## src/rtl/neuron_mac_if.sv

```systemverilog
// Handshake bundle between the neuron sequencer and the MAC accumulator:
// bias/start control, activation/weight stream and the per-neuron sum.
interface neuron_mac_if #(
  parameter int DATA_WIDTH = 16,
  parameter int ACC_WIDTH  = 32
) ();
  logic                         start_in;
  logic signed [DATA_WIDTH-1:0] bias_in;
  logic                         data_valid_in;
  logic                         data_ready_out;
  logic signed [DATA_WIDTH-1:0] activation_in;
  logic signed [DATA_WIDTH-1:0] weight_in;
  logic                         sum_valid_out;
  logic signed [ACC_WIDTH-1:0]  sum_out;

  modport master (
    output start_in, bias_in, data_valid_in, activation_in, weight_in,
    input  data_ready_out, sum_valid_out, sum_out
  );

  modport slave (
    input  start_in, bias_in, data_valid_in, activation_in, weight_in,
    output data_ready_out, sum_valid_out, sum_out
  );
endinterface

```

## src/rtl/neuron_mac_accumulator.sv

```systemverilog
// Per-neuron MAC: bias-preloaded accumulator fed by a registered product stage,
// emitting one wrapping ACC_WIDTH-bit sum per NUM_INPUTS accepted pairs.
module neuron_mac_accumulator #(
  parameter int DATA_WIDTH = 16,
  parameter int ACC_WIDTH  = 32,
  parameter int NUM_INPUTS = 8
) (
  input  logic        clk_in,
  input  logic        rst_in,
  neuron_mac_if.slave bus
);
  localparam int PROD_W = 2 * DATA_WIDTH;
  localparam int CNT_W  = $clog2(NUM_INPUTS + 1);
  localparam logic [CNT_W-1:0] LAST_BEAT = CNT_W'(NUM_INPUTS - 1);

  typedef enum logic [1:0] {IDLE, ACCUMULATE, DRAIN, DONE} state_t;

  state_t                   state;
  logic [CNT_W-1:0]         beat_cnt;
  logic                     accept_p0;
  logic signed [PROD_W-1:0] prod_p1;
  logic                     vld_p1;
  logic signed [ACC_WIDTH-1:0] acc_p2;

  function automatic logic signed [ACC_WIDTH-1:0] sext_bias(
    input logic signed [DATA_WIDTH-1:0] b);
    return ACC_WIDTH'(b);
  endfunction

  function automatic logic signed [ACC_WIDTH-1:0] sext_prod(
    input logic signed [PROD_W-1:0] p);
    return ACC_WIDTH'(p);
  endfunction

  // Ready depends on state only so the upstream never sees a combinational path.
  assign bus.data_ready_out = (state == ACCUMULATE);
  assign accept_p0          = bus.data_valid_in && bus.data_ready_out;

  always_ff @(posedge clk_in) begin
    if (rst_in) begin
      state             <= IDLE;
      beat_cnt          <= '0;
      prod_p1           <= '0;
      vld_p1            <= 1'b0;
      acc_p2            <= '0;
      bus.sum_out       <= '0;
      bus.sum_valid_out <= 1'b0;
    end else begin
      bus.sum_valid_out <= 1'b0;

      // p0 -> p1: register the full-precision product of the accepted pair
      vld_p1 <= accept_p0;
      if (accept_p0) begin
        prod_p1  <= PROD_W'(bus.activation_in) * PROD_W'(bus.weight_in);
        beat_cnt <= beat_cnt + CNT_W'(1);
      end

      // p1 -> p2: fold the product into the accumulator (wraps, never saturates)
      if (vld_p1) begin
        acc_p2 <= acc_p2 + sext_prod(prod_p1);
      end

      // vld_p1 is always low in IDLE, so the bias preload never races an add.
      case (state)
        IDLE: begin
          if (bus.start_in) begin
            acc_p2   <= sext_bias(bus.bias_in);
            beat_cnt <= '0;
            state    <= ACCUMULATE;
          end
        end
        ACCUMULATE: begin
          if (accept_p0 && (beat_cnt == LAST_BEAT)) begin
            state <= DRAIN;
          end
        end
        DRAIN: begin
          state <= DONE;
        end
        DONE: begin
          bus.sum_out       <= acc_p2;
          bus.sum_valid_out <= 1'b1;
          state             <= IDLE;
        end
        default: begin
          state <= IDLE;
        end
      endcase
    end
  end
endmodule
```

## src/flat_wrapper.sv

```systemverilog
// flat-port wrapper written by rule: the top's interface ports become plain ports
module neuron_mac_accumulator_flat 
#(
  parameter int DATA_WIDTH = 16,
  parameter int ACC_WIDTH  = 32,
  parameter int NUM_INPUTS = 8
)
  (clk_in, rst_in, bus_start_in, bus_bias_in, bus_data_valid_in, bus_activation_in, bus_weight_in, bus_data_ready_out, bus_sum_valid_out, bus_sum_out);
  neuron_mac_if #(.DATA_WIDTH(DATA_WIDTH), .ACC_WIDTH(ACC_WIDTH)) bus_i ();
  input  logic clk_in;
  input  logic rst_in;
  input wire logic [$bits(bus_i.start_in)-1:0] bus_start_in;
  input wire logic [$bits(bus_i.bias_in)-1:0] bus_bias_in;
  input wire logic [$bits(bus_i.data_valid_in)-1:0] bus_data_valid_in;
  input wire logic [$bits(bus_i.activation_in)-1:0] bus_activation_in;
  input wire logic [$bits(bus_i.weight_in)-1:0] bus_weight_in;
  output wire logic [$bits(bus_i.data_ready_out)-1:0] bus_data_ready_out;
  output wire logic [$bits(bus_i.sum_valid_out)-1:0] bus_sum_valid_out;
  output wire logic [$bits(bus_i.sum_out)-1:0] bus_sum_out;
  assign bus_i.start_in = bus_start_in;
  assign bus_i.bias_in = bus_bias_in;
  assign bus_i.data_valid_in = bus_data_valid_in;
  assign bus_i.activation_in = bus_activation_in;
  assign bus_i.weight_in = bus_weight_in;
  assign bus_data_ready_out = bus_i.data_ready_out;
  assign bus_sum_valid_out = bus_i.sum_valid_out;
  assign bus_sum_out = bus_i.sum_out;
  neuron_mac_accumulator #(.DATA_WIDTH(DATA_WIDTH), .ACC_WIDTH(ACC_WIDTH), .NUM_INPUTS(NUM_INPUTS)) u_core (.clk_in(clk_in), .rst_in(rst_in), .bus(bus_i));
endmodule
```

## config.mk

```make
export PLATFORM = sky130hd
export DESIGN_NAME = neuron_mac_accumulator_flat
export DESIGN_NICKNAME = d
export VERILOG_FILES = /design/src/rtl/neuron_mac_if.sv /design/src/rtl/neuron_mac_accumulator.sv /design/src/flat_wrapper.sv
export SDC_FILE = /design/constraint.sdc
export NUM_CORES = 1
export LEC_CHECK = 0
export CELL_PAD_IN_SITES_DETAIL_PLACEMENT = 0
export CELL_PAD_IN_SITES_GLOBAL_PLACEMENT = 1
export CORE_ASPECT_RATIO = 0.9
export CORE_MARGIN = 1.5
export CORE_UTILIZATION = 39
export CTS_BUF_LIST = sky130_fd_sc_hd__clkbuf_2 sky130_fd_sc_hd__clkbuf_4 sky130_fd_sc_hd__clkbuf_8
export DETAILED_ROUTE_END_ITERATION = 16
export PLACE_DENSITY_LB_ADDON = 0.1
export SLEW_MARGIN = 10
export SYNTH_ARGS = -nofsm -noshare
export SYNTH_HDL_FRONTEND = slang
export SYNTH_SLANG_ARGS = --single-unit
```

## constraint.sdc

```tcl
create_clock -name clk_in -period 7.5 [get_ports clk_in]
set_input_delay 1.125 -clock clk_in [delete_from_list [all_inputs] [get_ports clk_in]]
set_output_delay 1.125 -clock clk_in [all_outputs]
set_load 0.01 [all_outputs]
```

==> impl_metrics.yaml <==
yosys:
  async_flop_share_pct: 0
  syn_avg_cell_area_um2: 8.903
  synth_warnings: 0
  syn_inst: 1712
  synth_area_leaders: "fa_1 35%, dfxtp_1 14%, ha_1 9.8%"
  synth_flop_cell: "dfxtp_1"
  yosysTopAreaCellShare_pct: 34.54
  yosysSeqAreaShare_pct: 13.66
  synth_nets: 2146
  synth-edff-count: 0
  ys_types: 65
  synth_seq_cells: 104
  netlist_area_um2: 15240
  yosysTopAreaCell: "fa_1"
setup_path:
  crit_chain: "clkdlybuf4s50_1 -> buf_4 -> and2_1 -> fa_1 -> inv_1 -> fa_1 -> fa_1 -> fa_1 -> fa_1 -> fa_1 -> inv_1 -> ha_1 -> o21a_1 -> o21ai_0 -> nor2b_1 -> a211oi_1 -> nor2_2 -> o311ai_1 -> nand2_1 -> a21oi_1 -> mux2_2"
  critPathLaunchType: "primary input"
  reg2reg_depth: 12
  crit_type: "primary input to register"
  crit_path_end_kind: "register"
  worstPathMaxFanout: 12
  rrSetupSlack_ps: 4230
  cp.required_ps: 7780
  critPathBufInv: 4
  arrival_ps: 7470
  cpPeakStageDelay_ps: 680
  r2r-end: "u_core.acc_p2[30]"
  cp_slowest_cell: "clkdlybuf4s50_1"
  cp_common_cell: "fa_1"
  cp.depth: 21
  reg2reg_from: "u_core.acc_p2[0]"
  crit_family: "adder cells"
grt:
  grt.overflow.total: 0
  grt.total_usage_pct: 18.89
  grt_pass1_wl_mm: 60.92
  grt_max_degree: 52
  antenna_found_initial: 0
  grt_pass1_vias: 11961
clock_tree:
  cts_inserted_buffers: 9
  clock_path_buffers: 2
  cts_setup_buffers: 0
  clock_sinks: 104
  insertion_delay_ps: 390
  h-tree-depth: 3
  cts-resized-gates: 0
  postCtsHoldBufs: 0
  cts_tree: "built"
  root_buffer: "clkbuf_8"
  path_clk_slew_ps: 100
sta:
  period_share_pct: 95.85
  maxSlewHeadroom_pct: 29.15
  setup_viol: 0
  fin_skew_ps: 11.84
  tightest_slew_ps: 1063
  post-route-min-period_ps: 7189
  holdWs_ps: 463.1
  slew_violations: 0
  rsz0062_at_grt: "no"
  hold_violations: 0
  max_freq_mhz: 139.1
floorplan:
  die_x_um: 211.4
  dieArea_um2: 40280
  core_um2: 38460
  ios: 86
  rows: 68
  initial_core_util_pct: 39.63
  die_y_um: 190.5
placement:
  place_area_um2: 17150
  gp_congestion: 0.8489
  port_buffers: 85
  hpwl_mm: 30.55
detailed_routing:
  drc: 0
  vias_per_cell: 4.895
  drtIter0Drc: 394
  wirelength_mm: 36.03
  wl_per_cell_um: 15.34
  detail_route.first_pass.iterations: 5
  vias: 11499
  ant_nets: 0
final_layout:
  fillers: 3887
  syn_to_final_growth_pct: 13.88
  drive_gt1_share_pct: 6.414
  final_cell_mix: "321 x inv_1, 263 x fa_1, 194 x nand2_1"
  final_cell_area_um2: 17360
  final_net_count: 2253
  diodes: 0
  utilization_pct: 45.14
  final_common_cell: "inv_1"
flow_run:
  cap_viol_max_count: 0
status:
  outcome: "finished, final reports clean"
worst_hold_path:
  worstHoldStart: "u_core.prod_p1[0]"
  hp-class: "register to register"
  hold_depth: 2
  min_to: "u_core.prod_p1[0]"
-- worst reg2reg max path: cells and delay by family, from the launching register on --
kind / cells / cell delay, ps
AO/OA/AOI/OAI: 7 / 1570
buffers and inverters: 1 / 70
flip-flops: 1 / 400
AND/OR/NAND/NOR: 1 / 230
multiplexers: 1 / 330
adder cells (fa/ha/maj): 2 / 600
-- kinds of logic (layout without fill, tap and decap cells) --
group	after synthesis	after routing	share of synthesized area, %
XOR/XNOR	60	60	3.448
AND/OR/NAND/NOR	490	490	15.54
AO/OA/AOI/OAI	232	232	9.851
buffers and inverters	390	502	9.604
multiplexers	54	54	3.587
adder cells (fa/ha/maj)	382	382	44.31
flip-flops	104	104	13.66
-- area by class of cell --
class	count	area, um^2	share of cell area [%]
tap	525	656.9	3.784
timing repair buffer	165	1509	8.693
clock inverter	6	67.56	0.3892
clock buffer	10	137.6	0.7929
multi-input combinational	1218	11700	67.40
sequential	104	2083	12.00
inverter	321	1205	6.942
-- cell usage after synthesis (3+ instances only) --
master      n
a21o_1     31
ha_1      119
o21ai_1     4
inv_1     321
or2_2       3
and3_1     12
nor2b_1     8
nor2_1     78
clkbuf_1   60
xnor2_1    38
and2_1    126
a31oi_1     8
xor2_1     22
fa_1      263
nand2b_1    5
o21bai_1   12
or4_1       4
nor3_1     14
nand3_1    24
o21a_1      8
buf_1       9
mux2i_1    52
a211oi_1   20
nand2_1   194
dfxtp_1   104
o211ai_1    6
o31ai_1     4
or3_1       4
a21oi_1    84
o21ai_0    29
nand4_1     6
-- metal layers --
metal / vias up / GRT usage, % / part of all wire, % / routed length [um]
met5: - / 0 / 0 / 0
met4: 0 / 2.170 / 0.69 / 247
met3: 20 / 1.993 / 2.4 / 866
met2: 131 / 33.15 / 51 / 18320
met1: 5776 / 25.86 / 46 / 16600
li1: 5572 / - / - / -
-- worst max-delay path by stage --
stage / to / startpoint / slack [ps]
floorplan: u_core.prod_p1[30] / bus_activation_in[15] / 660
global placement: u_core.prod_p1[24] / bus_weight_in[6] / -90
detailed placement: u_core.prod_p1[24] / bus_weight_in[6] / -50
CTS: u_core.prod_p1[24] / bus_weight_in[6] / 350
global route: u_core.prod_p1[31] / bus_weight_in[6] / 40
finish: u_core.prod_p1[31] / bus_weight_in[6] / 310
-- metrics by stage --
step	worst slack, ps	cells	setup TNS (ps)
6_report	311.4	2349	0
5_1_grt	41.42	2349	0
4_1_cts	345.0	2349	0
3_5_place_dp	-53.56	2333	-157.3
3_3_place_gp	-91.30	2333	-180.0
2_1_floorplan	657.4	1712	0
-- registers in the layout, indices dropped and copies added (netlist names) --
| register | cells |
|---|---|
| u_core.acc_p2 | 32 |
| u_core.vld_p1 | 1 |
| u_core.bus.sum_valid_out | 1 |
| u_core.bus.sum_out | 32 |
| u_core.beat_cnt | 4 |
| u_core.prod_p1 | 32 |
| u_core.state | 2 |
Power is left out: the tool's default activity adds up to more than one toggle a clock period on the data nets, which glitch-free logic cannot reach.
